File: src/rtl/pong_frame_engine.sv
`default_nettype none
// ============================================================================
// Module   : pong_frame_engine
// Purpose  : Per-frame Pong game state (ball, paddles, scores) plus the
//            registered 8-bit RGB colour of the pixel being scanned.
// Revision : 1.0 - initial release
// ============================================================================
module pong_frame_engine #(
  parameter int ResolutionSize  = 10,
  parameter int Xresolution     = 640,
  parameter int Yresolution     = 480,
  parameter int BallSize        = 8,
  parameter int BallSpeed       = 2,
  parameter int PaddleWidth     = 8,
  parameter int PaddleHeight    = 64,
  parameter int PaddleSpeed     = 4,
  parameter int LeftPaddleX     = 16,
  parameter int RightPaddleX    = 616,
  parameter int WinScore        = 9,
  parameter int PointHoldFrames = 60
) (
  input  logic                      Clock,
  input  logic                      Reset,
  input  logic [ResolutionSize-1:0] xpos,
  input  logic [ResolutionSize-1:0] ypos,
  input  logic                      vsync,
  input  logic                      LeftUp,
  input  logic                      LeftDown,
  input  logic                      RightUp,
  input  logic                      RightDown,
  input  logic                      Serve,
  output logic [2:0]                red,
  output logic [2:0]                green,
  output logic [1:0]                blue,
  output logic [3:0]                LeftScore,
  output logic [3:0]                RightScore,
  output logic [1:0]                GameState
);

  // One extra bit of headroom so position sums never wrap.
  localparam int W  = ResolutionSize + 1;
  localparam int CW = $clog2(PointHoldFrames + 1);

  localparam logic [W-1:0]  c_xres      = W'(Xresolution);
  localparam logic [W-1:0]  c_yres      = W'(Yresolution);
  localparam logic [W-1:0]  c_ball      = W'(BallSize);
  localparam logic [W-1:0]  c_bspd      = W'(BallSpeed);
  localparam logic [W-1:0]  c_ph        = W'(PaddleHeight);
  localparam logic [W-1:0]  c_pspd      = W'(PaddleSpeed);
  localparam logic [W-1:0]  c_lpx       = W'(LeftPaddleX);
  localparam logic [W-1:0]  c_lpx_edge  = W'(LeftPaddleX + PaddleWidth);
  localparam logic [W-1:0]  c_rpx       = W'(RightPaddleX);
  localparam logic [W-1:0]  c_rpx_end   = W'(RightPaddleX + PaddleWidth);
  localparam logic [W-1:0]  c_pad_max   = W'(Yresolution - PaddleHeight);
  localparam logic [W-1:0]  c_pad_init  = W'((Yresolution - PaddleHeight) / 2);
  localparam logic [W-1:0]  c_ctr_x     = W'((Xresolution - BallSize) / 2);
  localparam logic [W-1:0]  c_ctr_y     = W'((Yresolution - BallSize) / 2);
  localparam logic [W-1:0]  c_line0     = W'(Xresolution / 2 - 1);
  localparam logic [W-1:0]  c_line1     = W'(Xresolution / 2);
  localparam logic [3:0]    c_win       = 4'(WinScore);
  localparam logic [CW-1:0] c_hold_last = CW'(PointHoldFrames - 1);

  typedef enum logic [1:0] {
    s_idle     = 2'd0,
    s_play     = 2'd1,
    s_point    = 2'd2,
    s_gameover = 2'd3
  } state_t;

  state_t         r_state;
  logic           r_vsync_d;
  logic           r_serve;
  logic [W-1:0]   r_bx, r_by;
  logic           r_dx;          // 1 = moving right
  logic           r_dy;          // 1 = moving down
  logic [W-1:0]   r_lpad, r_rpad;
  logic [3:0]     r_lscore, r_rscore;
  logic [CW-1:0]  r_hold;
  logic [7:0]     r_rgb;

  logic           w_tick;
  logic           w_lhit, w_rhit, w_lmiss, w_rmiss;
  logic [W-1:0]   w_px, w_py;
  logic           w_active, w_in_ball, w_in_lpad, w_in_rpad, w_in_line;

  // Paddle step with clamping; opposing buttons cancel.
  function automatic logic [W-1:0] pad_next(input logic [W-1:0] y,
                                            input logic up, input logic dn);
    logic [W-1:0] n;
    n = y;
    if (up && !dn)
      n = (y < c_pspd) ? '0 : y - c_pspd;
    else if (dn && !up)
      n = (y + c_pspd > c_pad_max) ? c_pad_max : y + c_pspd;
    return n;
  endfunction

  // Vertical overlap between the ball and a paddle.
  function automatic logic overlap(input logic [W-1:0] by, input logic [W-1:0] py);
    return (by + c_ball > py) && (by < py + c_ph);
  endfunction

  assign w_tick  = r_vsync_d & ~vsync;

  assign w_lhit  = !r_dx && (r_bx <= c_lpx_edge + c_bspd) && (r_bx >= c_lpx_edge)
                   && overlap(r_by, r_lpad);
  assign w_rhit  = r_dx && (r_bx + c_ball + c_bspd >= c_rpx) && (r_bx + c_ball <= c_rpx)
                   && overlap(r_by, r_rpad);
  assign w_lmiss = !r_dx && (r_bx < c_bspd);
  assign w_rmiss = (r_bx + c_ball + c_bspd > c_xres);

  assign w_px      = {1'b0, xpos};
  assign w_py      = {1'b0, ypos};
  assign w_active  = (w_px < c_xres) && (w_py < c_yres);
  assign w_in_ball = (w_px >= r_bx) && (w_px < r_bx + c_ball) &&
                     (w_py >= r_by) && (w_py < r_by + c_ball);
  assign w_in_lpad = (w_px >= c_lpx) && (w_px < c_lpx_edge) &&
                     (w_py >= r_lpad) && (w_py < r_lpad + c_ph);
  assign w_in_rpad = (w_px >= c_rpx) && (w_px < c_rpx_end) &&
                     (w_py >= r_rpad) && (w_py < r_rpad + c_ph);
  assign w_in_line = ((w_px == c_line0) || (w_px == c_line1)) && !ypos[3];

  // Frame-tick detection, serve latch, paddles, ball and score state machine.
  always_ff @(posedge Clock or negedge Reset) begin
    if (!Reset) begin
      r_state   <= s_idle;
      r_vsync_d <= 1'b1;
      r_serve   <= 1'b0;
      r_bx      <= c_ctr_x;
      r_by      <= c_ctr_y;
      r_dx      <= 1'b1;
      r_dy      <= 1'b1;
      r_lpad    <= c_pad_init;
      r_rpad    <= c_pad_init;
      r_lscore  <= '0;
      r_rscore  <= '0;
      r_hold    <= '0;
    end else begin
      r_vsync_d <= vsync;
      if (w_tick)
        r_serve <= 1'b0;
      else if (Serve)
        r_serve <= 1'b1;

      if (w_tick) begin
        r_lpad <= pad_next(r_lpad, LeftUp, LeftDown);
        r_rpad <= pad_next(r_rpad, RightUp, RightDown);

        case (r_state)
          s_idle: begin
            r_bx <= c_ctr_x;
            r_by <= c_ctr_y;
            if (r_serve)
              r_state <= s_play;
          end

          s_play: begin
            // Vertical wall bounce is independent of the horizontal rules.
            if (!r_dy && (r_by < c_bspd)) begin
              r_by <= '0;
              r_dy <= 1'b1;
            end else if (r_dy && (r_by + c_ball + c_bspd > c_yres)) begin
              r_by <= c_yres - c_ball;
              r_dy <= 1'b0;
            end else begin
              r_by <= r_dy ? r_by + c_bspd : r_by - c_bspd;
            end

            if (w_lhit) begin
              r_bx <= c_lpx_edge;
              r_dx <= 1'b1;
            end else if (w_rhit) begin
              r_bx <= c_rpx - c_ball;
              r_dx <= 1'b0;
            end else if (w_lmiss) begin
              // Loser serves next: ball keeps heading toward the left side.
              r_dx <= 1'b0;
              if (r_rscore < c_win)
                r_rscore <= r_rscore + 4'd1;
              r_state <= (r_rscore + 4'd1 == c_win) ? s_gameover : s_point;
            end else if (w_rmiss) begin
              r_dx <= 1'b1;
              if (r_lscore < c_win)
                r_lscore <= r_lscore + 4'd1;
              r_state <= (r_lscore + 4'd1 == c_win) ? s_gameover : s_point;
            end else begin
              r_bx <= r_dx ? r_bx + c_bspd : r_bx - c_bspd;
            end
          end

          s_point: begin
            if (r_hold == c_hold_last) begin
              r_hold  <= '0;
              r_bx    <= c_ctr_x;
              r_by    <= c_ctr_y;
              r_state <= s_idle;
            end else begin
              r_hold <= r_hold + 1'b1;
            end
          end

          s_gameover: begin
            if (r_serve) begin
              r_lscore <= '0;
              r_rscore <= '0;
              r_bx     <= c_ctr_x;
              r_by     <= c_ctr_y;
              r_state  <= s_idle;
            end
          end

          default: r_state <= s_idle;
        endcase
      end
    end
  end

  // Registered pixel colour, highest-priority object wins.
  always_ff @(posedge Clock or negedge Reset) begin
    if (!Reset)
      r_rgb <= 8'h00;
    else if (!w_active)
      r_rgb <= 8'h00;
    else if (w_in_ball)
      r_rgb <= 8'hFF;
    else if (w_in_lpad)
      r_rgb <= 8'h1C;
    else if (w_in_rpad)
      r_rgb <= 8'h03;
    else if (w_in_line)
      r_rgb <= 8'h92;
    else
      r_rgb <= 8'h00;
  end

  assign red        = r_rgb[7:5];
  assign green      = r_rgb[4:2];
  assign blue       = r_rgb[1:0];
  assign LeftScore  = r_lscore;
  assign RightScore = r_rscore;
  assign GameState  = r_state;

endmodule
`default_nettype wire

File: config.mk
export PLATFORM = sky130hd
export DESIGN_NAME = pong_frame_engine
export DESIGN_NICKNAME = d
export VERILOG_FILES = /design/src/rtl/pong_frame_engine.sv
export SDC_FILE = /design/constraint.sdc
export NUM_CORES = 1
export LEC_CHECK = 0
export CELL_PAD_IN_SITES_DETAIL_PLACEMENT = 2
export CELL_PAD_IN_SITES_GLOBAL_PLACEMENT = 2
export CORE_MARGIN = 2
export CORE_UTILIZATION = 33
export CTS_CLUSTER_SIZE = 24
export DETAILED_ROUTE_END_ITERATION = 8
export PLACE_DENSITY_LB_ADDON = 0.1
export SETUP_SLACK_MARGIN = 0.4
export SLEW_MARGIN = 40
export SYNTH_ARGS = -nofsm -noshare
export SYNTH_HDL_FRONTEND = slang
export SYNTH_SLANG_ARGS = --single-unit
File: constraint.sdc
create_clock -name Clock -period 3.6 [get_ports Clock]
set_clock_uncertainty 0.15 [all_clocks]
set_input_delay 0.36 -clock Clock [delete_from_list [all_inputs] [get_ports Clock]]
set_output_delay 0.36 -clock Clock [all_outputs]
set_load 0.005 [all_outputs]
==> out/qor.txt <==
Final Setup Violations: 0
Worst-case reg-to-reg path depth: 16
Clock slew at the register clock pins of the worst setup and hold paths: 80 ps
Synth unique cells: 80
Tmin final: 3570 ps
Chip height: 154 um
End of the worst register-to-register path: LeftScore[0]
Drt pass-1 iters: 4
Initial antenna violation count: 0
Async SR Flop Fraction: 100%
Most frequent cells in the layout: ha_1 (111), buf_4 (82), nand2_1 (73)
Met2 routed WL: 16300 um
Remaining antenna violation count: 0
Place WS: -85.6 ps
Maximum clock frequency: 0.280 GHz
WP data arrival: 3660 ps
Slowest stage cell, crit path: dfstp_2
Routability cong.: 0.878
Hold path start: vsync
Via density: 5.95
Grt total ovfl: 0
Clock Latency Late Sink: 360 ps
Sequential fraction of the synthesis area: 21.9%
Antenna Cells: 0
Worst vdd ir: 0.231 mV
CTS sink cnt: 64
Fin crit share: 99.1%
RSZ-0062 raised after global routing: true
CTS Buf Count: 9
Fin. Hold Viols: 0
Die width: 154 um
Root Buffer: clkbuf_16
Synth-to-layout area growth: 31.3%
CTS max path bufs: 2
Starting density of the core: 33.8%
Worst Hold End: r_vsync_d
WS Path Type: reg2reg
Synth Warn #: 0
Final Power: 3.42 mW
Gr usage total: 26.4%
First-pass GRT wire length: 49200 um
Largest net degree at the start of global routing: 26
Cell area after synthesis: 0.00741 sq mm
Slew HR: 49.0%
Post-route DRC violation count: 0
Run status: completed
Drt wl/cell: 24.0 um
Syn Inst Count: 928
Worst Slack Setup Final: 31.9 ps
Worst setup SP type: register
IO Pins: 46
# Max-Cap Violations: 0
LEAKAGE: 4.07 nW
Die area: 0.0237 sq mm
Number of global-route vias before repair: 8819
Core area: 0.0220 sq mm
Iter 0 DRT Violations: 274
Total Wirelength: 31800 um
Critical Path, Cell by Cell: ha_4, and2_4, and4_4, xnor2_4, ha_4, nand4_1, nor2_1, nor2_1, o311ai_2, o21ai_2, a2111oi_4, buf_12, buf_12, nor3_4, nor2_1, mux2_2
Vias: 7899
Top Metal Used: met4
Layout cells sized above 1: 22.6%
Syn nets: 1075
Hold Path Class: in2reg
Slowest cell delay on critical path: 610 ps
Port bufs: 44
Site row count: 54
Avg Cell Area, Syn: 7.99 sq um
Worst slew pin tran: 760 ps
WP data required: 3690 ps
R2r setup slk: 30 ps
Synth Register Bits: 64
Ys flop type: dfrtp_1
Slew Limit Fails: 0
Worst r2r src: r_by[3]
Most frequent CP cell: nor2_1
Wl on met1: 13300 um
H-Tree Depth: 3
Commonest non-fill, non-tap cell in the layout: ha_1
Crit path capture type: register
Wire length on met3: 1060 um
Worst hold path depth: 1
CTS tree: done
Power per standard cell area: 351 mW/mm^2
Number of flops mapped to enable cells by yosys: 0
Final nets: 1190
Post-DP HPWL: 23300 um
Worst Path Max Fanout: 8
-- per-stage QoR --
stage / cells / hold slack, ps / util (%) / TNS (ps) / area, sq um
floorplan: 928 / -85.6 / - / 0 / 7570
global placement: 1266 / 268 / 39.0 / 0 / 8550
detailed placement: 1266 / 284 / 39.0 / -327 / 8550
CTS: 1308 / 313 / 42.7 / 0 / 9370
global route: 1328 / 342 / 44.3 / -839 / 9740
finish: 1328 / 318 / 44.3 / 0 / 9740
-- area by class of cell --
class | count | area [sq um]
sequential | 64 | 1630
fill | 2421 | 12200
clock buffer | 10 | 239
multi-input combinational | 757 | 5900
clock inverter | 6 | 92.6
tap | 280 | 350
timing repair buffer | 144 | 1270
inverter | 67 | 256
-- synth_stat cells (5+ instances only) --
cell type / n / share of area, %
o22ai_1: 15 / 1.3
and2_1: 6 / 0.51
ha_1: 119 / 20
a211oi_1: 10 / 1.0
a21oi_1: 71 / 4.8
o21ai_0: 63 / 4.3
or3_1: 11 / 0.93
nand3_1: 37 / 2.5
a21o_1: 13 / 1.3
nor2b_1: 15 / 1.3
xor2_1: 6 / 0.71
nor4_1: 12 / 1.0
a22oi_1: 5 / 0.51
nand2b_1: 16 / 1.4
and3_1: 7 / 0.59
nor3_1: 20 / 1.4
nand2_1: 74 / 3.7
inv_1: 67 / 3.4
nand4_1: 24 / 2.0
a31oi_1: 8 / 0.68
or4_1: 5 / 0.51
nor2_1: 61 / 3.1
o31ai_1: 10 / 1.0
o21ai_1: 8 / 0.54
o211ai_1: 10 / 1.0
dfstp_2: 19 / 6.7
o21a_1: 14 / 1.4
buf_2: 6 / 0.41
clkbuf_1: 28 / 1.4
xnor2_1: 30 / 3.5
dfrtp_1: 45 / 15
-- metal layers --
metal / GRT usage [%] / vias to the layer above
met2: 47.5 / 169
met3: 3.49 / 74
met1: 31.5 / 4002
met5: 0 / -
met4: 11.2 / 0
li1: - / 3654
-- worst max-delay path by stage --
| stage | startpoint | to | slack, ps | cells past startpoint |
|---|---|---|---|---|
| finish | r_by[3] | LeftScore[0] | 30 | 16 |
| global route | r_by[3] | LeftScore[0] | -150 | 16 |
| CTS | r_by[3] | LeftScore[3] | 130 | 15 |
| detailed placement | r_by[3] | r_by[4] | -90 | 13 |
| global placement | r_by[3] | r_by[4] | 90 | 13 |
| floorplan | r_by[3] | RightScore[2] | 380 | 15 |
-- kinds of logic (layout without fill, tap and decap cells) --
logic type      count (synthesis)  count (layout)  share of synthesized area [%]
compound gates                282             282                           24.9
xor+xnor                       36              36                           4.25
fa+ha+maj                     120             120                           20.2
simple gates                  312             312                           21.8
mux                             7               7                           1.06
buf+inv                       107             227                           5.84
flops                          64              64                           21.9
-- critical path, delay by kind of cell, from the launching register on --
| family | cells | cell delay, ps |
|---|---|---|
| compound gates | 3 | 340 |
| xor+xnor | 1 | 150 |
| flops | 1 | 610 |
| simple gates | 7 | 1240 |
| buf+inv | 2 | 280 |
| mux | 1 | 270 |
| fa+ha+maj | 2 | 390 |
-- repair_timing --
action | 4_1_cts | 5_1_grt
endpoints found under the setup margin | 38 | 44
pin swaps | 30 | 29
buffers inserted | 25 | 20
resized for setup | 58 | 48
hold buffers | 1 | 0
endpoints found under the hold margin | 13 | 0
-- report_power, final --
part	leakage [nW]	total, mW	internal (mW)	switching [mW]
Combinational	3.17	1.39	0.563	0.829
Clock	0.155	1.03	0.629	0.404
Sequential	0.749	0.995	0.824	0.171
Total	4.07	3.42	2.02	1.40
-- registers in the layout, indices dropped and copies added (netlist names) --
signal and flops:
r_bx 10, r_by 10, r_lpad 9, r_rpad 9, r_hold 6, r_rgb 6, LeftScore 4, RightScore 4
GameState 2, r_dx 1, r_dy 1, r_serve 1, r_vsync_d 1
No activity file was read; power rests on OpenSTA's default activity.
==> RTL edit: new RTL, config.mk and constraints unchanged <==
The parameter `PointHoldFrames` goes from 60 to 30.
--- a/src/rtl/pong_frame_engine.sv
+++ b/src/rtl/pong_frame_engine.sv
@@ -18,5 +18,5 @@
   parameter int RightPaddleX    = 616,
   parameter int WinScore        = 9,
-  parameter int PointHoldFrames = 60
+  parameter int PointHoldFrames = 30
 ) (
   input  logic                      Clock,
Check against the original RTL: same outputs for any inputs over 4 cycles, from zero or initial values and one cycle with Reset low; that may be too few to reach the edited logic, so the function may still have changed.
==> RTL edit against the unedited design <==
The run now ends with negative setup slack left; cell area decreased by 1.1%; count of clock-buffer cells in the layout is 1 lower; first-iteration DRC count rose by 9.5%; routed wire length increased by 1.3%; worst setup slack got worse by 490 ps; sequential share of layout area down 0.075 points; synthesized area fell by 0.57%; sequential cell count shrank 1; critical path type unchanged.
Power is not compared: it rests on default switching activity, and its combinational part moved more than twofold at a synthesized area within 25%.
==> RTL edit: results (changes against the unedited design) <==
- Status: finished, violations left
- Failing checks: negative setup slack
- Total Routing Usage GR: 26.2% (-0.12 points)
- Nets: 1201 (+0.92%)
- Worst IR drop on VDD: between 0.2 and 0.25 mV
- Global-route wire length before repair: 49100 um (about the same)
- Final worst slack: -457 ps (-489 ps)
- Clock Latency Late Sink: 360 ps (about the same)
- Ys flop type: dfrtp_1
- Largest area contributor in the netlist: ha_1
- Hold depth: 1 (unchanged)
- HPWL after DPL: 24100 um (+3.4%)
- TritonCTS buffer count: 9 (unchanged)
- Synth Warn #: 0 (unchanged)
- WL final: 32300 um (+1.3%)
- Sequential share of the synthesized area: 21.7% (-0.21 points)
- Net Count, Synth: 1069 (-0.56%)
- Initial antenna violation count: 0 (unchanged)
- Post-synth EDFFs: 0 (unchanged)
- Via count: 7946 (+0.60%)
- Syn_area_per_cell: 8.00 sq um (+0.18%)
- Largest cells by area after synthesis: ha_1 (20%), dfrtp_1 (15%), dfstp_2 (6.8%)
- TritonRoute pass-1 iters: 5 (+1)
- Clock buffer depth: 2 (unchanged)
- Setup violations, final: 21 (+21)
- H-tree depth: 3 (unchanged)
- Static Leak: 4.10 nW
- Crit path arrival time: 4170 ps (+510 ps)
- Worst-path clk slew: 60 ps (-20 ps)
- Final cell count without fillers: 1338 (+0.75%)
- Vias in the first global route: 8821 (+0.023%)
- Fill cell total of the finished layout: 2443 (+0.91%)
- CP Max Fanout: 4 (-4)
- Min-Delay Path Class: in2reg
- Synth top cells by count: ha_1 (120), nand2_1 (79), o21ai_0 (75), inv_1 (70), nor2_1 (60)
- # diodes: 0 (unchanged)
- Top flop regs: r_bx x10, r_by x10
- DRT iter0 DRCs: 300 (+9.5%)
- Share of cells above drive strength 1: 22.9% (+0.26 points)
- Largest net degree at the start of global routing: 29 (+12%)
- Unique masters post-synth: 80 (unchanged)
- FF-to-FF path depth: 15 (-1)
- P_int: a little over 3 mW
- Asr flop ratio synth: 100% (unchanged)
- Slew Limit Headroom: 53.7% (+4.7 points)
- Clock root buffer: clkbuf_16
- Input/output buffers: 44 (unchanged)
- GPL Wtd Cong: 0.878 (about the same)
==> RTL edit: cell type report <==
cell class | count | area (sq um) | area share (%)
clock buffer | 9 | 225 | 2.34
clock inverter | 7 | 56.3 | 0.585
inverter | 71 | 269 | 2.79
multi-input combinational | 751 | 5790 | 60.1
sequential | 63 | 1600 | 16.6
tap | 280 | 350 | 3.64
timing repair buffer | 157 | 1340 | 13.9
==> RTL edit: worst max-delay path: stages, from the launching register on <==
cell	delay, ps
dfstp_2	610
ha_4	150
nand4_1	150
or3_4	440
and2_4	190
inv_4	70
ha_4	200
nand4_1	190
nor3_2	90
a2111oi_2	300
nand3b_1	190
a311oi_4	350
and3_4	280
a21oi_1	40
or4_1	440
o211ai_1	130
==> RTL edit: power by group through the flow <==
| stage | clock, mW | combinational [mW] | sequential, mW |
|---|---|---|---|
| floorplan | 0 | 2.33 | 1.12 |
| global placement | 0 | 3.31 | 1.28 |
| detailed placement | 0 | 3.58 | 1.30 |
| CTS | 0.905 | 3.73 | 1.30 |
| global route | 0.936 | 4.38 | 1.36 |
| finish | 0.891 | 3.97 | 1.32 |
==> RTL edit: repair_timing <==
action,4_1_cts,5_1_grt
hold buffers,1,0
buffers inserted,8,14
endpoints found under the hold margin,14,0
endpoints found under the setup margin,35,40
pin swaps,20,33
resized for setup,40,67
==> RTL edit: through the flow <==
step / hold slack (ps) / cell area (sq um) / setup slack, ps / setup TNS, ps / power [mW]
2_1_floorplan: -85.6 / 7450 / -65.7 / -65.7 / 3.45
3_3_place_gp: 240 / 8720 / -260 / -3270 / 4.59
3_5_place_dp: 245 / 8720 / -401 / -6050 / 4.88
4_1_cts: 320 / 9250 / -153 / -1640 / 5.93
5_1_grt: 328 / 9630 / -566 / -8290 / 6.68
6_report: 315 / 9630 / -457 / -5910 / 6.18
==> RTL edit: worst paths after layout <==
| path | startpoint | slack, ps | to |
|---|---|---|---|
| max | r_by[3] | -460 | r_bx[6] |
| min | vsync | 310 | r_vsync_d |
| max reg2reg | r_by[3] | -460 | r_bx[6] |
| min reg2reg | r_hold[4] | 350 | r_hold[4] |
| max in group asynchronous | Reset | 2010 | r_by[6] |
| min in group asynchronous | Reset | 400 | r_lpad[9] |
==> RTL edit: layer usage <==
layer  vias to the layer above  track usage [%]  share of wire [%]
met1                      4056             33.8                 45
met5                         -                0                  0
met2                       161             46.3                 50
met4                         0             8.39                2.7
met3                        57             2.35                2.7
li1                       3672                -                  -
==> RTL edit: cells by family after synthesis <==
logic type	after synthesis	share of synthesized area (%)
compound gates	270	24.2
xor+xnor	33	4.23
fa+ha+maj	120	20.4
buf+inv	107	5.92
flops	63	21.7
mux	6	0.866
simple gates	322	22.7
